<file path="src/rtl/seq_chunk_adder_if.sv">
// Operand/result handshake bundle for seq_chunk_adder.
// The master side drives the operands and out_ready; the slave side is the adder.
interface seq_chunk_adder_if #(
  parameter int unsigned WIDTH = 16
);
  logic             in_valid;
  logic             in_ready;
  logic [WIDTH-1:0] a;
  logic [WIDTH-1:0] b;
  logic             cin;
  logic             sub;
  logic             out_valid;
  logic             out_ready;
  logic [WIDTH-1:0] sum;
  logic             cout;
  logic             ovf;

  modport master (
    output in_valid, a, b, cin, sub, out_ready,
    input  in_ready, out_valid, sum, cout, ovf
  );

  modport slave (
    input  in_valid, a, b, cin, sub, out_ready,
    output in_ready, out_valid, sum, cout, ovf
  );
endinterface

</file>
<file path="src/rtl/seq_chunk_adder.sv">
// Multi-cycle add/subtract: CHUNK bits per clock with a registered carry between chunks.
// Reports carry-out and signed overflow; valid/ready handshake on both sides.
module seq_chunk_adder #(
  parameter int unsigned WIDTH = 16,
  parameter int unsigned CHUNK = 4
) (
  input logic              clk,
  input logic              rst,
  seq_chunk_adder_if.slave bus
);
  localparam int unsigned NCHUNK = WIDTH / CHUNK;
  localparam int unsigned IdxW   = (NCHUNK > 1) ? $clog2(NCHUNK) : 1;
  localparam logic [IdxW-1:0] LastIdx = IdxW'(NCHUNK - 1);

  typedef enum logic [1:0] {StIdle, StRun, StDone} state_e;

  state_e           state_q, state_d;
  logic [IdxW-1:0]  idx_q, idx_d;
  logic             carry_q, carry_d;
  logic [WIDTH-1:0] a_q, a_d;
  logic [WIDTH-1:0] b_q, b_d;
  logic [WIDTH-1:0] work_q, work_d;
  logic [WIDTH-1:0] sum_q, sum_d;
  logic             cout_q, cout_d;
  logic             ovf_q, ovf_d;

  logic [31:0]      base;
  logic [CHUNK-1:0] a_sl, b_sl, s_sl;
  logic             c_sl;
  logic             c_msb;

  // Chunk datapath: only the current slice is added each cycle.
  always_comb begin
    base = 32'(idx_q) * CHUNK;
    a_sl = a_q[base +: CHUNK];
    b_sl = b_q[base +: CHUNK];
    {c_sl, s_sl} = {1'b0, a_sl} + {1'b0, b_sl} + {{CHUNK{1'b0}}, carry_q};
    // Carry into the top bit of this slice, recovered from its sum bit.
    c_msb = a_sl[CHUNK-1] ^ b_sl[CHUNK-1] ^ s_sl[CHUNK-1];
  end

  always_comb begin
    state_d = state_q;
    idx_d   = idx_q;
    carry_d = carry_q;
    a_d     = a_q;
    b_d     = b_q;
    work_d  = work_q;
    sum_d   = sum_q;
    cout_d  = cout_q;
    ovf_d   = ovf_q;

    unique case (state_q)
      StIdle: begin
        if (bus.in_valid) begin
          a_d     = bus.a;
          b_d     = bus.sub ? ~bus.b : bus.b;
          carry_d = bus.sub | bus.cin;
          idx_d   = '0;
          state_d = StRun;
        end
      end
      StRun: begin
        work_d[base +: CHUNK] = s_sl;
        carry_d = c_sl;
        if (idx_q == LastIdx) begin
          sum_d   = work_d;
          cout_d  = c_sl;
          ovf_d   = c_msb ^ c_sl;
          state_d = StDone;
        end else begin
          idx_d = idx_q + 1'b1;
        end
      end
      StDone: begin
        if (bus.out_ready) begin
          state_d = StIdle;
        end
      end
      default: state_d = StIdle;
    endcase
  end

  always_ff @(posedge clk or posedge rst) begin
    if (rst) begin
      state_q <= StIdle;
      idx_q   <= '0;
      carry_q <= 1'b0;
      a_q     <= '0;
      b_q     <= '0;
      work_q  <= '0;
      sum_q   <= '0;
      cout_q  <= 1'b0;
      ovf_q   <= 1'b0;
    end else begin
      state_q <= state_d;
      idx_q   <= idx_d;
      carry_q <= carry_d;
      a_q     <= a_d;
      b_q     <= b_d;
      work_q  <= work_d;
      sum_q   <= sum_d;
      cout_q  <= cout_d;
      ovf_q   <= ovf_d;
    end
  end

  assign bus.in_ready  = (state_q == StIdle);
  assign bus.out_valid = (state_q == StDone);
  assign bus.sum       = sum_q;
  assign bus.cout      = cout_q;
  assign bus.ovf       = ovf_q;
endmodule
</file>
<file path="src/flat_wrapper.sv">
// flat-port wrapper written by rule: the top's interface ports become plain ports
module seq_chunk_adder_flat 
#(
  parameter int unsigned WIDTH = 16,
  parameter int unsigned CHUNK = 4
)
  (clk, rst, bus_in_valid, bus_a, bus_b, bus_cin, bus_sub, bus_out_ready, bus_in_ready, bus_out_valid, bus_sum, bus_cout, bus_ovf);
  seq_chunk_adder_if #(.WIDTH(WIDTH)) bus_i ();
  input logic clk;
  input logic rst;
  input wire logic [$bits(bus_i.in_valid)-1:0] bus_in_valid;
  input wire logic [$bits(bus_i.a)-1:0] bus_a;
  input wire logic [$bits(bus_i.b)-1:0] bus_b;
  input wire logic [$bits(bus_i.cin)-1:0] bus_cin;
  input wire logic [$bits(bus_i.sub)-1:0] bus_sub;
  input wire logic [$bits(bus_i.out_ready)-1:0] bus_out_ready;
  output wire logic [$bits(bus_i.in_ready)-1:0] bus_in_ready;
  output wire logic [$bits(bus_i.out_valid)-1:0] bus_out_valid;
  output wire logic [$bits(bus_i.sum)-1:0] bus_sum;
  output wire logic [$bits(bus_i.cout)-1:0] bus_cout;
  output wire logic [$bits(bus_i.ovf)-1:0] bus_ovf;
  assign bus_i.in_valid = bus_in_valid;
  assign bus_i.a = bus_a;
  assign bus_i.b = bus_b;
  assign bus_i.cin = bus_cin;
  assign bus_i.sub = bus_sub;
  assign bus_i.out_ready = bus_out_ready;
  assign bus_in_ready = bus_i.in_ready;
  assign bus_out_valid = bus_i.out_valid;
  assign bus_sum = bus_i.sum;
  assign bus_cout = bus_i.cout;
  assign bus_ovf = bus_i.ovf;
  seq_chunk_adder #(.WIDTH(WIDTH), .CHUNK(CHUNK)) u_core (.clk(clk), .rst(rst), .bus(bus_i));
endmodule
</file>
<file path="config.mk">
export PLATFORM = sky130hd
export DESIGN_NAME = seq_chunk_adder_flat
export DESIGN_NICKNAME = d
export VERILOG_FILES = /design/src/rtl/seq_chunk_adder_if.sv /design/src/rtl/seq_chunk_adder.sv /design/src/flat_wrapper.sv
export SDC_FILE = /design/constraint.sdc
export NUM_CORES = 1
export LEC_CHECK = 0
export ABC_AREA = 1
export ABC_CLOCK_PERIOD_IN_PS = 2650
export CORE_MARGIN = 2
export CORE_UTILIZATION = 48
export DETAILED_ROUTE_END_ITERATION = 10
export PLACE_DENSITY = 0.83
export SLEW_MARGIN = 25
export SYNTH_ARGS = -nofsm -noshare
export SYNTH_HDL_FRONTEND = slang
export SYNTH_SLANG_ARGS = --single-unit
</file>
<file path="constraint.sdc">
create_clock -name clk -period 2.65 [get_ports clk]
set_clock_uncertainty 0.15 [all_clocks]
set_input_delay 0.265 -clock clk [delete_from_list [all_inputs] [get_ports clk]]
set_output_delay 0.265 -clock clk [all_outputs]
set_load 0.01 [all_outputs]
</file>
Word level (Yosys, flattened, before mapping)
Index checks and enable logic that the tools add are counted.

Bits in writable memories: 0. ROM bits: 0. Latch bits: 0. Bits in registers: 71. Word-level logic and storage cells: 47. Bits of input ports: 38. Memories kept: 0.

$lt $le $gt $ge: 0. Reductions and logical operators: 7. Bitwise operators: 5. Multiply operators: 0. Divide/modulo/power cells: 0. Shift-type cells: 4. Equality and inequality tests: 7. Add/sub/neg operators: 4. Mux-type cells: 11.

Operators with widths (number): negation 4 -> 34 bit (1); variable shift 4 x 34 -> 16 bit, first input constant (1); variable part select 4 x 34 -> 16 bit (1); variable part select 16 x 5 -> 4 bit (2); bitwise mux 16 bit (1); two-way mux 16 bit (1); inverter 16 bit (1); two-way mux 2 bit (5); inequality test 2 bit, second input constant (3); case mux 2 bit (3 select lines) (1); AND reduction 2 bit (3); AND reduction 3 bit (2); adder 4 x 4 -> 5 bit (1); adder 5 x 1 -> 5 bit (1); == test 2 bit, second input constant (2); case mux 2 bit (2 select lines) (1); bitwise XOR 1 bit (3); adder 2 x 1 -> 2 bit, second input constant (1); == test 2 x 1 -> 1 bit, second input constant (1); zero test 2 bit (1); inequality test 2 x 1 -> 1 bit, second input constant (1); case mux 1 bit (2 select lines) (1); nonzero test 2 bit (1); two-way mux 1 bit (1); OR 1 bit (1).

Depth between registers and ports, before layout
Gate-level depths: netlist (run 1).

Depth in word-level cells: 5. Mapped depth: 14. Gate-level depth less buffers: 12.

Worst setup path before layout (run 1)
No wires, ideal clock.

Kind: reg-to-reg. From: register u_core.idx_q[0]. To: register u_core.work_q[9]. Clock period less this slack: 2.632 ns. Required time: 2.417 ns. Arrival: 2.399 ns. Cell stages (with the launch flop): 12. Slack: 0.018 ns. Cells stage by stage: dfrtp_1 > inv_1 > buf_2 > buf_2 > nor2_1 > o22ai_1 > fa_1 > fa_1 > inv_1 > o32ai_1 > nand2_1 > o21ai_0.

Longest elaborated chain between the ends: 5. Elaborated cells on any way between the ends: 8.

Ends and longest elaborated chain: start, declared (line seq_chunk_adder.sv:18) `logic [IdxW-1:0] idx_q, idx_d;`; start signal, assigned (line seq_chunk_adder.sv:97) `idx_q <= idx_d;`; variable part select 16 x 5 -> 4 bit, on equally long branches (line seq_chunk_adder.sv:35, seq_chunk_adder.sv:36); adder 4 x 4 -> 5 bit (line seq_chunk_adder.sv:37) `{c_sl, s_sl} = {1'b0, a_sl} + {1'b0, b_sl} + {{CHUNK{1'b0}}, carry_q};`; adder 5 x 1 -> 5 bit (line seq_chunk_adder.sv:37); variable part select 4 x 34 -> 16 bit (line seq_chunk_adder.sv:64) `work_d[base +: CHUNK] = s_sl;`; bitwise mux 16 bit * (line seq_chunk_adder.sv:64); end signal, assigned (line seq_chunk_adder.sv:101) `work_q <= work_d;`; end, declared (line seq_chunk_adder.sv:22) `logic [WIDTH-1:0] work_q, work_d;`.

Every way passes the cells marked *; elsewhere a longest branch is shown, timed or not. A chain may end at the register's enable or synchronous reset.

Worst setup path in the final report (run 1)
From: register u_core.idx_q[1]. To: register u_core.sum_q[14], in the netlist u_core.bus.sum[14].

Longest elaborated chain between the ends: 5. Elaborated cells on any way between the ends: 10.

Ends and longest elaborated chain: variable part select 16 x 5 -> 4 bit, on equally long branches (line seq_chunk_adder.sv:35, seq_chunk_adder.sv:36); adder 4 x 4 -> 5 bit (line seq_chunk_adder.sv:37); adder 5 x 1 -> 5 bit (line seq_chunk_adder.sv:37); variable part select 4 x 34 -> 16 bit (line seq_chunk_adder.sv:64); bitwise mux 16 bit (line seq_chunk_adder.sv:64); end signal, assigned (line seq_chunk_adder.sv:102) `sum_q <= sum_d;`; end, declared (line seq_chunk_adder.sv:23) `logic [WIDTH-1:0] sum_q, sum_d;`.

Parallel ways exist; a longest one is shown, timed or not.

==> results.md, run 1 <==
- Status: complete, no violations
- Critical path arrival: 2660 ps
- Longest Clk Path Bufs: 2
- Tmin final: 2510 ps
- CTS H-tree lvls: 3
- Flop2flop setup slack: 140 ps
- Synth Flop Type: dfrtp_1
- Reg2Reg Capture Point: u_core.bus.sum[14]
- CP max FO: 7
- Via count: 3012
- Crit path top cell by count: nand2_1
- CTS tree: built
- Vias/cell: 5.11
- Worst Setup Slack, final: 138 ps
- Gate Count Post-Synth: 418
- Reg clk slew, reported paths: 80 ps
- Post-synth EDFFs: 0
- Drt pass-1 iters: 4
- Worst vdd ir: 0.556 mV
- Final Hold Viols: 0
- Sequential Area: 1780 sq um
- Synth Cell Area: 3490 sq um
- Worst slew margin relative to its limit: 0.659
- Width of the chip: 89.2 um
- Fin crit share: 0.948
- Hold WS: 290 ps
- Worst-margin pin slew: 510 ps
- Syn-to-layout area delta: 27.4%
- Die ar.: 7960 sq um
- Iter 0 DRT Violations: 200
- Worst Path Required: 2790 ps
- Most common cell in the netlist: nand2_1
- Worst slack, placed: -7.15 ps
- Worst-Skew Late Latency: 350 ps
- Largest net degree at the start of global routing: 41
- Syn Nets: 467
- GRT Overall Usage: 0.220
- Non-filler cells, final: 589
- Fill count: 634
- Residual DRC: 0
- Final max-slew violation count: 0
- Yosys cell types: 28
- PortBufs: 57
- Routed WL: 7.93 mm
- Top cell type by total area after synthesis: dfrtp_1
- CP Capture Type: register
- Share of post-route cells with drive strength above 1: 0.106
- Worst Hold Depth: 3
- Reg-to-reg startpoint: u_core.idx_q[1]
- Final RePlAce weighted congestion: 0.935
- Max-Cap Viols: 0
- Clock root cell: clkbuf_8
- Slowest CP cell: dfrtp_1
- CP top delay family: adder cells
- Area of the multi-input gates: 1520 sq um
- Crit-path max cell delay: 410 ps
- GR Overflow Total: 0
- ANT nets after route: 0
- Buffers and inverters on the worst path: 1
- Yosys warning count: 0
- First-pass GRT wire length: 13.3 mm
- RSZ-0062 raised after global routing: no
- Sequential fraction of the synthesis area: 0.510
- Cells on worst reg2reg path: 11
- CP Cell Sequence: buf_4 > o21ai_0 > o22ai_1 > fa_2 > fa_2 > xnor2_2 > nor2_2 > nand2_1 > o21ai_1 > nand2_1 > nand2_1
- Synth top area share: 0.510
- Fmax: 398 MHz
- Ant. Diodes: 0
- Starting Density: 0.489
- #FFs+latches synth: 71
- CTS Buf Count: 9
- Syn avg cell area: 8.34 sq um
- Post-synth top cells: nand2_1, dfrtp_1, o21ai_0
- Worst hold path startpoint: bus_a[9]
- Die H: 89.2 um
- Vias in the first global route: 2972
- Final setup vio count: 0
- Critical path class: register to register
- Inst Count DP: 571
- Antenna violations before repair: 0
- Drt wl/cell: 13.5 um
- Hpwl dp: 5.75 mm
- CTS sink count: 71
- Core ar.: 7140 sq um
- NumNets Final: 534
- Most area-consuming cells after synthesis: dfrtp_1, nand2_1, o21ai_0
- Hold Path End: u_core.a_q[9]
- Startpoint types: register
- Pwr Density: 1250 nW/um^2
- Rows: 31
- Ys async rst share: 1.00
- I/O pin total: 58
- Final TNS setup: 0 ps
- Leak: 2.15 nW
- Hold WC Path Type: input pin to register
[power by group]
group / switching, W / leakage (nW) / internal (W)
clock network: 0.000399 / 0.0959 / 0.000385
registers: 0.000283 / 0.922 / 0.00154
logic: 0.00175 / 1.13 / 0.00122
total: 0.00243 / 2.15 / 0.00314
[metrics by stage]
stage,util,power (W),instance area [sq um]
finish,0.622,0.00557,4440
global route,0.622,0.00603,4440
CTS,0.614,0.00536,4380
detailed placement,0.588,0.00456,4200
global placement,0.588,0.00444,4200
floorplan,-,0.00369,3490
[cell families (layout without fill, tap and decap cells)]
family	Yosys count	after routing	share of synthesized area
AND/OR/NAND/NOR	195	195	0.221
buffers and inverters	51	123	0.0671
AO/OA/AOI/OAI	72	72	0.114
XOR/XNOR	18	18	0.0452
flip-flops	71	71	0.510
adder cells (fa/ha/maj)	11	11	0.0438
[metal layers]
layer  global-route usage  vias up  share of wire
li1                     -     1461              -
met1                0.262     1433           0.41
met2                0.365       89           0.50
met3               0.0591       29          0.044
met4                0.113        0          0.041
met5                    0        -              0
[area by class of cell]
cell class / count / area share
Clock buffer: 12 / 0.0349
Clock inverter: 4 / 0.00451
Inverter: 34 / 0.0299
Multi-Input combinational cell: 296 / 0.343
Sequential cell: 71 / 0.400
Tap cell: 99 / 0.0279
Timing Repair Buffer: 73 / 0.160
[state kept, by name, summed over array words and instances (netlist names)]
signal / cells
u_core.state_q: 2
u_core.work_q: 16
u_core.bus.ovf: 1
u_core.a_q: 16
u_core.bus.sum: 16
u_core.carry_q: 1
u_core.bus.cout: 1
u_core.idx_q: 2
u_core.b_q: 16
[how the worst max path moves through the flow]
| stage | start | depth (start not counted) | slack [ps] | end |
|---|---|---|---|---|
| after global placement | u_core.idx_q[0] | 11 | 150 | u_core.bus.sum[14] |
| after floorplan | u_core.idx_q[0] | 11 | 20 | u_core.work_q[9] |
| after CTS | u_core.idx_q[0] | 11 | 40 | u_core.bus.sum[14] |
| after detailed placement | u_core.idx_q[0] | 9 | -7 | u_core.work_q[9] |
| after global routing | u_core.idx_q[0] | 13 | 20 | u_core.bus.sum[11] |
| final | u_core.idx_q[1] | 11 | 140 | u_core.bus.sum[14] |
[tightest hold or removal path: cells and delay by family]
kind | cells | cell delay [ps]
AND/OR/NAND/NOR | 2 | 100
buffers and inverters | 1 | 390
[what timing repair did]
item / 4_1_cts / 5_1_grt
gates resized for setup: 1 / 15
setup buffers: 0 / 1
endpoints found under the hold margin: 5 / 0
pin swaps: 0 / 1
hold buffers: 1 / 0
setup endpoints to repair: 5 / 24
[layout by cell type, fill, tap and decap left out]
master	instances
buf_4	13
xnor2_1	17
clkbuf_1	1
o21ai_1	8
dlygate4sd3_1	1
clkdlybuf4s50_1	57
ha_1	9
o21ai_2	2
o31ai_1	1
a22o_1	1
buf_12	1
inv_1	27
clkinv_2	4
dfrtp_2	1
buf_6	1
o21ai_0	39
nand3_1	6
fa_2	2
o21a_1	1
o32ai_2	1
clkinv_4	1
nor2_4	1
nand2_4	1
nor2_1	19
nand2_2	1
nand4_1	4
xnor2_2	1
o32ai_1	1
nand2_1	161
dfrtp_1	70
inv_2	6
nor2_2	2
o22ai_2	2
a21oi_2	1
o22ai_1	14
a21oi_1	1
clkbuf_8	11
(Power assumes the default switching activity.)
==> inputs of run 2 (changes only) <==
- ABC_CLOCK_PERIOD_IN_PS: 2650 -> unset
- PLACE_DENSITY: 0.83 -> 0.76
==> run 2 against run 1 <==
Sequential cell count did not move. Critical path depth fell by 2. Sequential share of layout area rose by 0.11 points. Highest routed layer unchanged. Clock-buffer cell count fell by 2. Critical endpoint is now u_core.work_q[5]. Register-to-register slack barely moved. Cell area fell by 0.28%. Power rose by 0.57%. Clock power rose by 10%. First-iteration DRC count fell by 5.5%.
==> results.md, run 2 (synthesis results as in run 1) <==
- Die ar.: 7960 sq um (unchanged)
- Fmax: 397 MHz (-0.18%)
- Sw power: 0.00244 W (about the same)
- Largest net degree at the start of global routing: 51 (+24%)
- Final Hold Viols: 0 (unchanged)
- Commonest non-fill, non-tap cell in the layout: nand2_1
- Longest Clk Path Bufs: 2 (unchanged)
- Worst-margin pin slew: 666 ps (+156 ps)
- Final RePlAce weighted congestion: 0.840 (-10%)
- Leak: 2.13 nW (-0.96%)
- Antenna violations before repair: 0 (unchanged)
- Routed WL: 7.75 mm (-2.3%)
- First-pass GRT wire length: 12.9 mm (-3.0%)
- Reg2Reg Capture Point: u_core.work_q[5]
- Inst Count DP: 571 (unchanged)
- Die H: 89.2 um (unchanged)
- PortBufs: 57 (unchanged)
- Max-Cap Viols: 0 (unchanged)
- Hold WC Path Type: input pin to asynchronous set/reset pin
- Residual DRC: 0 (unchanged)
- CTS tree: built
- Drt pass-1 iters: 4 (unchanged)
- CP Capture Type: register
- Critical Path End: u_core.work_q[5]
- I/O pin total: 58 (unchanged)
- Clock share of power: 0.154 (+0.013)
- Internal Pwr Total: 0.00317 W (+0.93%)
- Width of the chip: 89.2 um (unchanged)
- Final setup vio count: 0 (unchanged)
- Hpwl dp: 5.56 mm (-3.3%)
- Share of post-route cells with drive strength above 1: 0.100 (-0.00612)
- Reg clk slew, reported paths: 80 ps (about the same)
- Syn-to-layout area delta: 27.0%
- Reg-to-reg startpoint: u_core.idx_q[1]
- GR Overflow Total: 0 (unchanged)
- NumNets Final: 534 (unchanged)
- Ant. Diodes: 0 (unchanged)
- Rows: 31 (unchanged)
- Clock root cell: clkbuf_8
- Worst Setup SP: u_core.idx_q[1]
- Pwr Density: 1260 nW/um^2 (+0.85%)
- ANT nets after route: 0 (unchanged)
- GRT Overall Usage: 0.212 (-0.00809)
- Startpoint types: register
- CTS sink count: 71 (unchanged)
- Worst-Skew Late Latency: 350 ps (about the same)
- CTS H-tree lvls: 3 (unchanged)
- Tmin final: 2520 ps (+4.52 ps)
- CTS Hold Buffers Added: 0 (-1)
- Flop2flop setup slack: 130 ps (about the same)
- Fill count: 679 (+7.1%)
- Seq pwr share: 0.323 (-0.004)
- Worst Path Required: 2780 ps (about the same)
- Final max-slew violation count: 0 (unchanged)
- Sw frac: 0.435 (-0.00205)
- Critical path class: register to register
- Worst slew margin relative to its limit: 0.555 (-0.104)
- Core ar.: 7140 sq um (unchanged)
- Final TNS setup: 0 ps (unchanged)
- Vias in the first global route: 2879 (-3.1%)
- CP max FO: 6 (-1)
- Iter 0 DRT Violations: 189 (-5.5%)
- Starting Density: 0.489 (unchanged)
- Vias/cell: 5.01 (-2.1%)
- Drt wl/cell: 13.2 um (-2.3%)
- Critical path arrival: 2640 ps (-20 ps)
- Via count: 2949 (-2.1%)
- Worst vdd ir: 0.588 mV (+5.7%)
- RSZ-0062 raised after global routing: yes
- Fin crit share: 0.950 (+0.00171)
- Combinational share of power: 0.523 (-0.009)
- CTS Buf Count: 9 (unchanged)
- Status: complete, no violations
- Most frequent cells in the layout: nand2_1, dfrtp_1, clkdlybuf4s50_1, o21ai_0, inv_1
- Non-filler cells, final: 589 (unchanged)
- Cells on worst reg2reg path: 9 (-2)
-- run 2: through the flow --
| step | cell area, sq um | worst slack, ps | hold slack, ps | util | power, W |
|---|---|---|---|---|---|
| floorplan | 3490 | 18.4 | 210 | - | 0.00369 |
| global placement | 4190 | 159 | 310 | 0.586 | 0.00445 |
| detailed placement | 4190 | 4.16 | 310 | 0.586 | 0.00455 |
| CTS | 4390 | 14.5 | 188 | 0.615 | 0.00545 |
| global route | 4430 | -21.5 | 223 | 0.621 | 0.00611 |
| finish | 4430 | 133 | 182 | 0.621 | 0.00560 |
-- run 2: worst min-delay path by stage --
stage,startpoint,end,cells after the start
2_1_floorplan,bus_out_ready,u_core.state_q[1],1
3_3_place_gp,u_core.a_q[11],u_core.a_q[11],2
3_5_place_dp,u_core.a_q[11],u_core.a_q[11],2
4_1_cts,rst,u_core.state_q[1],2
5_1_grt,rst,u_core.state_q[1],2
6_report,rst,u_core.state_q[1],2
-- run 2: repair_timing --
item / 4_1_cts / 5_1_grt
setup buffers: 1 / 1
setup endpoints to repair: 4 / 14
hold endpoints to repair: 0 / 0
resized for setup: 2 / 8
-- run 2: critical path, stage by stage (launching register included) --
cell	delay (ps)
dfrtp_1	410
clkinv_1	180
o21ai_0	130
o22ai_1	130
fa_2	400
fa_2	540
nand3_1	140
o22ai_1	210
nand2_1	80
o21ai_0	70
-- run 2: final cells by class --
cell class / count / area, sq um / area share
Clock inverter: 6 / 70.1 / 0.0158
Inverter: 34 / 133 / 0.0299
Clock buffer: 10 / 128 / 0.0288
Multi-Input combinational cell: 296 / 1510 / 0.340
Timing Repair Buffer: 73 / 691 / 0.156
Sequential cell: 71 / 1780 / 0.401
Tap cell: 99 / 124 / 0.0280
-- run 2: power groups by stage --
stage | clock network, W | logic [W] | registers, W
finish | 0.000864 | 0.00293 | 0.00181
global route | 0.000938 | 0.00331 | 0.00186
CTS | 0.000881 | 0.00276 | 0.00181
detailed placement | 0 | 0.00273 | 0.00182
global placement | 0 | 0.00264 | 0.00181
floorplan | 0 | 0.00190 | 0.00180
-- run 2: layer usage --
metal,global-route usage,share of wire
met5,0,0
met4,0.0651,0.013
met3,0.0452,0.034
met2,0.375,0.52
met1,0.258,0.43
